<file path="config.mk">
export PLATFORM = sky130hd
export DESIGN_NAME = rv32_mdu_iter_flat
export DESIGN_NICKNAME = d
export VERILOG_FILES = /design/src/rtl/rv32_mdu_iter_if.sv /design/src/rtl/rv32_mdu_iter.sv /design/src/flat_wrapper.sv
export SDC_FILE = /design/constraint.sdc
export NUM_CORES = 1
export LEC_CHECK = 0
export BUFFER_PORTS_ARGS = -buffer_cell sky130_fd_sc_hd__buf_2
export CORE_MARGIN = 2
export CORE_UTILIZATION = 35
export DETAILED_ROUTE_END_ITERATION = 10
export GPL_ROUTABILITY_DRIVEN = 1
export GPL_TIMING_DRIVEN = 0
export PLACE_DENSITY = 0.49
export SYNTH_ARGS = -nofsm -noshare
export SYNTH_HDL_FRONTEND = slang
export SYNTH_SLANG_ARGS = --single-unit
</file>
<file path="constraint.sdc">
create_clock -name clk -period 5.3 [get_ports clk]
set_clock_uncertainty 0.15 [all_clocks]
set_input_delay 1.06 -clock clk [delete_from_list [all_inputs] [get_ports clk]]
set_output_delay 1.06 -clock clk [all_outputs]
set_load 0.01 [all_outputs]
</file>
<file path="src/rtl/rv32_mdu_iter_if.sv">
// Request/response bundle between the EX stage and the iterative RV32M unit.
// The master drives the operation; the slave (the MDU) returns status and result.
interface rv32_mdu_iter_if #(
   parameter int XLEN = 32
);
   logic            start;
   logic [2:0]      op;
   logic [XLEN-1:0] rs1;
   logic [XLEN-1:0] rs2;
   logic            flush;
   logic            busy;
   logic            done;
   logic [XLEN-1:0] result;

   modport master (
      output start, op, rs1, rs2, flush,
      input  busy, done, result
   );

   modport slave (
      input  start, op, rs1, rs2, flush,
      output busy, done, result
   );
endinterface

</file>
<file path="src/rtl/rv32_mdu_iter.sv">
// Iterative RV32M multiply/divide unit: radix-2 shift-add multiply and restoring
// divide on operand magnitudes, with a sign-fix cycle and a registered result.
module rv32_mdu_iter #(
   parameter int XLEN     = 32,
   parameter int FAST_MUL = 0
) (
   input logic            clk,
   input logic            rst_n,
   rv32_mdu_iter_if.slave mdu
);
   localparam int CW = $clog2(XLEN);
   localparam logic [XLEN-1:0] SMIN = {1'b1, {(XLEN-1){1'b0}}};

   typedef enum logic [1:0] {IDLE, CALC, FIX, DONE} state_t;

   state_t            state;
   logic [CW-1:0]     cnt;
   logic [2*XLEN-1:0] acc;
   logic [XLEN-1:0]   mag;
   logic [2:0]        op_q;
   logic              a_neg_q;
   logic              b_neg_q;
   logic              busy_q;
   logic              done_q;
   logic [XLEN-1:0]   result_q;

   assign mdu.busy   = busy_q;
   assign mdu.done   = done_q;
   assign mdu.result = result_q;

   // Operand decode at acceptance: which operands are signed for this funct3.
   logic            a_sgn, b_sgn, a_neg, b_neg;
   logic [XLEN-1:0] a_abs, b_abs;
   logic            div_zero, div_ovf;

   always_comb begin
      a_sgn    = (mdu.op == 3'b001) || (mdu.op == 3'b010) || (mdu.op[2] && !mdu.op[0]);
      b_sgn    = (mdu.op == 3'b001) || (mdu.op[2] && !mdu.op[0]);
      a_neg    = a_sgn && mdu.rs1[XLEN-1];
      b_neg    = b_sgn && mdu.rs2[XLEN-1];
      a_abs    = a_neg ? -mdu.rs1 : mdu.rs1;
      b_abs    = b_neg ? -mdu.rs2 : mdu.rs2;
      div_zero = mdu.op[2] && (mdu.rs2 == '0);
      div_ovf  = mdu.op[2] && !mdu.op[0] && (mdu.rs1 == SMIN) && (mdu.rs2 == '1);
   end

   // Single-cycle multiply path; tied off when only the iterative path is wanted.
   logic [XLEN-1:0] fast_res;
   generate
      if (FAST_MUL != 0) begin : g_fast
         logic [2*XLEN-1:0] fast_mag, fast_prod;
         assign fast_mag  = {{XLEN{1'b0}}, a_abs} * {{XLEN{1'b0}}, b_abs};
         assign fast_prod = (a_neg ^ b_neg) ? -fast_mag : fast_mag;
         assign fast_res  = (mdu.op[1:0] == 2'b00) ? fast_prod[XLEN-1:0]
                                                   : fast_prod[2*XLEN-1:XLEN];
      end else begin : g_no_fast
         assign fast_res = '0;
      end
   endgenerate

   // One iteration step. Multiply keeps {partial, multiplier} and shifts right;
   // divide keeps {remainder, dividend/quotient} and shifts left.
   logic [XLEN:0]     mul_sum;
   logic [XLEN:0]     div_diff;
   logic [2*XLEN-1:0] acc_step;

   always_comb begin
      mul_sum  = {1'b0, acc[2*XLEN-1:XLEN]} + (acc[0] ? {1'b0, mag} : '0);
      div_diff = acc[2*XLEN-1:XLEN-1] - {1'b0, mag};
      if (!op_q[2])
         acc_step = {mul_sum, acc[XLEN-1:1]};
      else if (!div_diff[XLEN])
         acc_step = {div_diff[XLEN-1:0], acc[XLEN-2:0], 1'b1};
      else
         acc_step = {acc[2*XLEN-2:0], 1'b0};
   end

   // Sign fix and half select for the FIX cycle.
   logic [2*XLEN-1:0] prod_s;
   logic [XLEN-1:0]   quo_s, rem_s, fix_res;

   always_comb begin
      prod_s = (a_neg_q ^ b_neg_q) ? -acc : acc;
      quo_s  = (a_neg_q ^ b_neg_q) ? -acc[XLEN-1:0] : acc[XLEN-1:0];
      rem_s  = a_neg_q ? -acc[2*XLEN-1:XLEN] : acc[2*XLEN-1:XLEN];
      if (op_q[2])
         fix_res = op_q[1] ? rem_s : quo_s;
      else
         fix_res = (op_q[1:0] == 2'b00) ? prod_s[XLEN-1:0] : prod_s[2*XLEN-1:XLEN];
   end

   always_ff @(posedge clk or negedge rst_n) begin
      if (!rst_n) begin
         state    <= IDLE;
         cnt      <= '0;
         acc      <= '0;
         mag      <= '0;
         op_q     <= '0;
         a_neg_q  <= 1'b0;
         b_neg_q  <= 1'b0;
         busy_q   <= 1'b0;
         done_q   <= 1'b0;
         result_q <= '0;
      end else if (mdu.flush) begin
         // Abort wins over everything, including a coincident start.
         state  <= IDLE;
         busy_q <= 1'b0;
         done_q <= 1'b0;
      end else begin
         case (state)
            IDLE: begin
               done_q <= 1'b0;
               if (mdu.start) begin
                  op_q    <= mdu.op;
                  a_neg_q <= a_neg;
                  b_neg_q <= b_neg;
                  cnt     <= CW'(XLEN-1);
                  if (div_zero) begin
                     result_q <= mdu.op[1] ? mdu.rs1 : '1;
                     state    <= DONE;
                     done_q   <= 1'b1;
                  end else if (div_ovf) begin
                     result_q <= mdu.op[1] ? '0 : mdu.rs1;
                     state    <= DONE;
                     done_q   <= 1'b1;
                  end else if (FAST_MUL != 0 && !mdu.op[2]) begin
                     result_q <= fast_res;
                     state    <= DONE;
                     done_q   <= 1'b1;
                  end else begin
                     acc    <= {{XLEN{1'b0}}, (mdu.op[2] ? a_abs : b_abs)};
                     mag    <= mdu.op[2] ? b_abs : a_abs;
                     state  <= CALC;
                     busy_q <= 1'b1;
                  end
               end
            end
            CALC: begin
               acc <= acc_step;
               cnt <= cnt - 1'b1;
               if (cnt == '0)
                  state <= FIX;
            end
            FIX: begin
               result_q <= fix_res;
               state    <= DONE;
               busy_q   <= 1'b0;
               done_q   <= 1'b1;
            end
            DONE: begin
               done_q <= 1'b0;
               state  <= IDLE;
            end
            default: state <= IDLE;
         endcase
      end
   end
endmodule

</file>
<file path="src/flat_wrapper.sv">
// flat-port wrapper written by rule: the top's interface ports become plain ports
module rv32_mdu_iter_flat 
#(
   parameter int XLEN     = 32,
   parameter int FAST_MUL = 0
)
  (clk, rst_n, mdu_start, mdu_op, mdu_rs1, mdu_rs2, mdu_flush, mdu_busy, mdu_done, mdu_result);
  rv32_mdu_iter_if #(.XLEN(XLEN)) mdu_i ();
  input logic clk;
  input logic rst_n;
  input wire logic [$bits(mdu_i.start)-1:0] mdu_start;
  input wire logic [$bits(mdu_i.op)-1:0] mdu_op;
  input wire logic [$bits(mdu_i.rs1)-1:0] mdu_rs1;
  input wire logic [$bits(mdu_i.rs2)-1:0] mdu_rs2;
  input wire logic [$bits(mdu_i.flush)-1:0] mdu_flush;
  output wire logic [$bits(mdu_i.busy)-1:0] mdu_busy;
  output wire logic [$bits(mdu_i.done)-1:0] mdu_done;
  output wire logic [$bits(mdu_i.result)-1:0] mdu_result;
  assign mdu_i.start = mdu_start;
  assign mdu_i.op = mdu_op;
  assign mdu_i.rs1 = mdu_rs1;
  assign mdu_i.rs2 = mdu_rs2;
  assign mdu_i.flush = mdu_flush;
  assign mdu_busy = mdu_i.busy;
  assign mdu_done = mdu_i.done;
  assign mdu_result = mdu_i.result;
  rv32_mdu_iter #(.XLEN(XLEN), .FAST_MUL(FAST_MUL)) u_core (.clk(clk), .rst_n(rst_n), .mdu(mdu_i));
endmodule
</file>
==> flow_metrics.tcl, run 1 <==
set metrics [dict create \
    p_per_area_nw_per_um2 776.6 \
    setup_tns_ns 0 \
    maxSlewHeadroom 0.2142 \
    synth_top_area_frac 0.2334 \
    r2r-start "u_core.acc[0]" \
    crit_slowest_cell "or4b_1" \
    path_buf_inv 3 \
    peakVddDrop_mv 0.3264 \
    yosysSeqAreaShare 0.2334 \
    grt_max_degree 74 \
    r2r_slack_ns 0.85 \
    yosysWarnings 0 \
    hpwl_um 55310 \
    gp_congestion 0.9810 \
    dp_slack_ns 0.4279 \
    finalMaxSlewViolations 0 \
    routed_wl_um 68250 \
    wire_per_inst_um 24.63 \
    tightest_slew_ns 1.163 \
    final-hold-violation-count 0 \
    first_pass_iters 5 \
    synth_nets 2196 \
    initial_core_util 0.3542 \
    syn_inst 2048 \
    crit_path_frequent_cell "buf_2" \
    cts_resized 0 \
    die_h_um 212.6 \
    final.period_utilization 0.8448 \
    pin_count 105 \
    ys_top_cells_by_count "231 x nor2_1, 221 x nand2_1, 215 x a21oi_1" \
    die-area_um2 45190 \
    viasPerCell 5.918 \
    syn_to_final_growth_pct 12.46 \
    grt-ovfl-total 0 \
    hp-class "flip-flop to flip-flop" \
    numClockSinks 142 \
    rr_endpoint "u_core.acc[62]" \
    io_buffers 103 \
    syn_area_per_cell_um2 7.434 \
    die_w_um 212.6 \
    yosys_most_used_dff "dfrtp_1" \
    grt_pass1_wl_um 100200 \
    grt_usage 0.3028 \
    final.fill_count 4678 \
    path_delay_family "simple AND/OR/NAND/NOR gates" \
    worst-endpoint-required_ns 5.47 \
    fp.coreArea_um2 42980 \
    rsz0062_at_grt "no" \
    drtIter0Drc 1629 \
    drc 0 \
    hold_buffers 0 \
    drv_cap 0 \
    min_to "u_core.mdu.result[30]" \
    rr_worst_depth 14 \
    post-cts-setup-buffer-count 0 \
    clock_latency_ns 0.48 \
    grt_pass1_vias 15408 \
    clock-root-buffer "clkbuf_16" \
    syn_area_um2 15230 \
    numCtsBuffers 17 \
    critPathKind "input pin to flip-flop" \
    clockBufferDepth 2 \
    async_flop_share 1.000 \
    drtAntennaViolNets 0 \
    cp_cell_sequence "buf_2, inv_1, ha_1, or4b_1, or3_1, nand4b_1, o21ai_4, o21a_2, nor2_2, nand2_1, buf_2, o221ai_1" \
    outcome "finished clean" \
    clk_pin_slew_ns 0.07 \
    p_leak_nw 7.170 \
    htree_levels 4 \
    layout-drive-gt1-share 0.1121 \
    vias 16399 \
    slowest_delay_ns 0.54 \
    netlist-cell-type-count 86 \
    synth_edf_count 0 \
    num_rows 76 \
    cp-start-kind "input pin" \
    finalSetupViolations 0 \
    antenna_found_initial 0 \
    yosysTopAreaCell "dfrtp_1" \
    arrival_ns 4.65 \
    synth.area.top_cells "dfrtp_1 23%, a21oi_1 7.1%, ha_1 6.2%" \
    synth.ff_latch_count 142 \
    min_from "u_core.mdu.result[30]" \
    endpoint_kind "flip-flop" \
    yosysMostFrequentCell "nor2_1" \
    nNetsFinal 2321 \
    hold_depth 2 \
    post-route-min-period_ns 4.477 \
    layout_setup_ws_ns 0.8226 \
    max_freq_mhz 223.3 \
    cts_tree "done" \
    cp_max_fo 10 \
    diodes 0 \
]
## area by class of cell
| type | instances | area (um2) | share of cell area |
|---|---|---|---|
| Inverter | 67 | 251.5 | 0.01469 |
| Timing Repair Buffer | 106 | 568.0 | 0.03317 |
| Clock buffer | 20 | 456.7 | 0.02667 |
| Tap cell | 585 | 732.0 | 0.04275 |
| Buffer | 148 | 640.6 | 0.03741 |
| Sequential cell | 142 | 3553 | 0.2075 |
| Clock inverter | 12 | 135.1 | 0.007892 |
| Multi-Input combinational cell | 1691 | 10790 | 0.6299 |
## logic make-up after synthesis
group                      after synthesis  synth area share
buffers and inverters                  215           0.05859
DFF                                    142            0.2334
xor gates and xnor gates               200            0.1150
AOI/OAI and AO/OA                      692            0.2915
and+or+nand+nor                        672            0.2016
adders and majority gates               78           0.06492
muxes                                   49           0.03501
## worst min-delay path: stages (launching register included)
cell and delay, ns:
dfrtp_1 0.34, nand2_1 0.04, o21ai_0 0.06
## sequential cells by signal, summed over array words and instances (netlist names)
signal,flops
u_core.acc,64
u_core.mag,32
u_core.mdu.result,32
u_core.cnt,5
u_core.op_q,3
u_core.state,2
u_core.a_neg_q,1
u_core.b_neg_q,1
u_core.mdu.busy,1
u_core.mdu.done,1
## cell usage in the layout (no fill, tap or decap), types with 11 or more instances in the layout
| cell | Yosys | final |
|---|---|---|
| xor2_1 | 105 | 105 |
| xnor2_1 | 95 | 95 |
| a211oi_1 | 39 | 39 |
| nand4_1 | 20 | 20 |
| buf_2 | 23 | 125 |
| or3_1 | 15 | 15 |
| o41ai_1 | 14 | 14 |
| o221ai_1 | 29 | 29 |
| nor3_1 | 40 | 39 |
| ha_1 | 75 | 75 |
| mux2_2 | 34 | 34 |
| or4_1 | 12 | 12 |
| o21ai_1 | 12 | 12 |
| nand2b_1 | 19 | 19 |
| a31oi_1 | 11 | 11 |
| nor2b_1 | 12 | 12 |
| nand2_1 | 221 | 221 |
| a21o_1 | 31 | 31 |
| clkbuf_16 | 0 | 17 |
| o21ai_0 | 179 | 179 |
| o211ai_1 | 13 | 13 |
| nor2_1 | 231 | 231 |
| nor4_1 | 22 | 22 |
| o31ai_1 | 29 | 29 |
| inv_1 | 65 | 65 |
| mux2i_1 | 15 | 15 |
| nand3_1 | 34 | 34 |
| a21oi_1 | 215 | 215 |
| clkbuf_1 | 112 | 113 |
| dfrtp_1 | 142 | 142 |
| o31ai_2 | 13 | 13 |
| a221o_1 | 15 | 15 |
## routing by layer
| layer | GRT usage | share of wire |
|---|---|---|
| met5 | 0 | 0 |
| met2 | 0.4542 | 0.43 |
| met1 | 0.4286 | 0.46 |
| met4 | 0.1343 | 0.045 |
| met3 | 0.04505 | 0.065 |
## how the worst max path moves through the flow
stage,depth (start not counted),slack (ns),end,from
floorplan,9,1.59,u_core.mag[16],mdu_rs1[14]
global placement,12,0.26,u_core.acc[59],mdu_rs2[0]
detailed placement,12,0.43,u_core.acc[60],mdu_rs2[0]
CTS,14,0.90,u_core.acc[62],u_core.acc[0]
global route,14,0.56,u_core.acc[62],u_core.acc[0]
finish,12,0.82,u_core.acc[60],mdu_rs2[0]
## power breakdown
group	switching [mW]	internal [mW]
Combinational	6.47	3.34
Sequential	0.662	1.55
Clock	0.556	0.721
Total	7.69	5.61
## metrics by stage
step                      instances  cell area (um2)  hold WS, ns  power [mW]  utilization
after floorplan                2048            15230       0.2997       8.622            -
after global placement         2736            16470       0.3150       11.71       0.3833
after detailed placement       2739            16530       0.3187       11.72       0.3846
after CTS                      2771            17120       0.3331       13.06       0.3984
after global routing           2771            17120       0.3479       14.24       0.3984
final                          2771            17120       0.3248       13.30       0.3984
(Power assumes the default switching activity.)
==> run 2, diff against run 1 <==
- PLACE_DENSITY: 0.49 -> 0.51
- clock period: 5.3 -> 3.8 ns (I/O delays scaled with it)
==> run 2 against run 1 <==
Effect of this change:
- power is 40% higher
- routed wire length is 2.0% lower
- global-route usage is 0.44 points lower
- register-to-register slack worse by 0.80 ns
- core utilization is 0.34 points higher
- non-clock buffer count is 2 higher
- setup slack worse by 0.77 ns
- final cell count stayed put
- first-iteration DRC count is 8.8% higher
- count of clock-buffer cells in the layout stayed put
- largest cell class unchanged
==> flow_metrics.tcl, run 2 (synthesized netlist as in run 1, its figures left out) <==
set metrics [dict create \
    largest_register "u_core.acc" \
    final_cell_mix "231 x nor2_1, 220 x nand2_1, 211 x a21oi_1, 174 x o21ai_0, 138 x dfrtp_1" \
    endpoint_kind "flip-flop" \
    path_delay_family "simple AND/OR/NAND/NOR gates" \
    antenna_found_initial 0 \
    cp_max_fo 9 \
    p_switching_mw 10.73 \
    clkPwrFrac 0.088 \
    p_leak_nw 7.218 \
    worst-endpoint-required_ns 3.96 \
    finalSetupViolations 0 \
    routed_wl_um 66850 \
    maxSlewHeadroom 0.2223 \
    switching_share 0.5743 \
    cp-start-kind "flip-flop" \
    p_per_area_nw_per_um2 1082 \
    hold_buffers 0 \
    clock-root-buffer "clkbuf_16" \
    clock_latency_ns 0.46 \
    crit_slowest_cell "nor4_1" \
    utilization 0.4018 \
    diodes 0 \
    drtIter0Drc 1772 \
    finalMaxSlewViolations 0 \
    first_pass_iters 6 \
    critPathKind "flip-flop to flip-flop" \
    total_power_mw 18.68 \
    layout_setup_ws_ns 0.05068 \
    fin_area_um2 17270 \
    setup_tns_ns 0 \
    arrival_ns 3.91 \
    grt_pass1_wl_um 99600 \
    wire_per_inst_um 24.13 \
    layout-drive-gt1-share 0.1295 \
    clk_pin_slew_ns 0.06 \
    tightest_slew_ns 1.152 \
    drc 0 \
    grt_max_degree 91 \
    post-route-min-period_ns 3.749 \
    sequentialPowerShare 0.164 \
    outcome "finished clean" \
    combPwrFrac 0.748 \
    holdWs_ns 0.1281 \
    drv_cap 0 \
    die_w_um 212.6 \
    cts_tree "done" \
    peakVddDrop_mv 0.5285 \
    grt_pass1_vias 15593 \
    p_int_mw 7.951 \
    fp.coreArea_um2 42980 \
    hpwl_um 54410 \
    die_h_um 212.6 \
    slowest_delay_ns 0.61 \
    final_common_cell "nor2_1" \
    numClockSinks 142 \
    clockBufferDepth 2 \
    cp_cell_sequence "clkbuf_1, nor3_2, nand3_1, nand4b_1, nand2b_1, nor4_1, a21oi_1, xnor2_1, a222oi_1, a31oi_1" \
    final-hold-violation-count 0 \
    max_freq_mhz 266.7 \
    final.period_utilization 0.9867 \
    gp_congestion 1.001 \
    initial_core_util 0.3542 \
    placed_cells 2738 \
    dp_slack_ns -0.8445 \
    grt_usage 0.2984 \
    pin_count 105 \
    viasPerCell 5.911 \
    placed_cell_area_um2 16520 \
    io_buffers 103 \
    drtAntennaViolNets 0 \
    htree_levels 4 \
    num_rows 76 \
    hp-class "input pin to asynchronous set/reset pin" \
    largest_reg_flops 64 \
    path_buf_inv 1 \
    numCtsBuffers 17 \
    syn_to_final_growth_pct 13.43 \
    final-instance-count-excl-fill 2771 \
    vias 16379 \
    grt-ovfl-total 0 \
    nNetsFinal 2323 \
    die-area_um2 45190 \
]
## run 2: metal layers
| layer | global-route usage | wire (um) | vias to the layer above |
|---|---|---|---|
| met1 | 0.4212 | 30340 | 7918 |
| met2 | 0.4513 | 28890 | 693 |
| met5 | 0 | 0 | - |
| met3 | 0.05391 | 5077 | 112 |
| met4 | 0.1116 | 2544 | 0 |
| li1 | - | - | 7656 |
## run 2: what timing repair did
| action | 4_1_cts | 5_1_grt |
|---|---|---|
| gates cloned | 0 | 0 |
| resized for setup | 21 | 35 |
| pin swaps | 0 | 3 |
| setup buffers | 2 | 5 |
| endpoints found under the setup margin | 37 | 61 |
## run 2: worst reg2reg max path: stages (launching register included)
cell and delay [ns]:
dfrtp_1 0.43, clkbuf_1 0.30, nor3_2 0.43, nand3_1 0.23, nand4b_1 0.31, nand2b_1 0.26
nor4_1 0.61, a21oi_1 0.17, xnor2_1 0.16, a222oi_1 0.44, a31oi_1 0.14
## run 2: layout make-up
cell class              count  area [um2]
repair buffers            112       613.1
fillers                  4595       25710
multi-input cells        1691       10900
inverters                  67       251.5
well taps                 585       732.0
clock buffers              20       456.7
plain buffers             144       663.1
flip-flops and latches    142        3558
clock inverters            10       91.34
## run 2: power groups by stage
stage / Combinational (mW) / Sequential [mW] / Clock (mW)
5_1_grt: 15.2 / 3.14 / 1.75
2_1_floorplan: 9.29 / 2.74 / 0
6_report: 14.0 / 3.07 / 1.64
4_1_cts: 13.5 / 3.03 / 1.67
3_5_place_dp: 13.3 / 3.05 / 0
3_3_place_gp: 13.3 / 3.04 / 0
## run 2: path summary, 6_finish.rpt
| path | start | endpoint | slack, ns | depth (start not counted) |
|---|---|---|---|---|
| max in group asynchronous | rst_n | u_core.mag[25] | 2.43 | 2 |
| worst max register to register | u_core.acc[36] | u_core.mdu.result[31] | 0.05 | 10 |
| worst min register to register | u_core.mag[5] | u_core.mag[5] | 0.33 | 2 |
| min in group clk | u_core.mag[5] | u_core.mag[5] | 0.33 | 2 |
| worst max-delay path | u_core.acc[36] | u_core.mdu.result[31] | 0.05 | 10 |
| worst min-delay path | rst_n | u_core.mdu.result[27] | 0.13 | 1 |
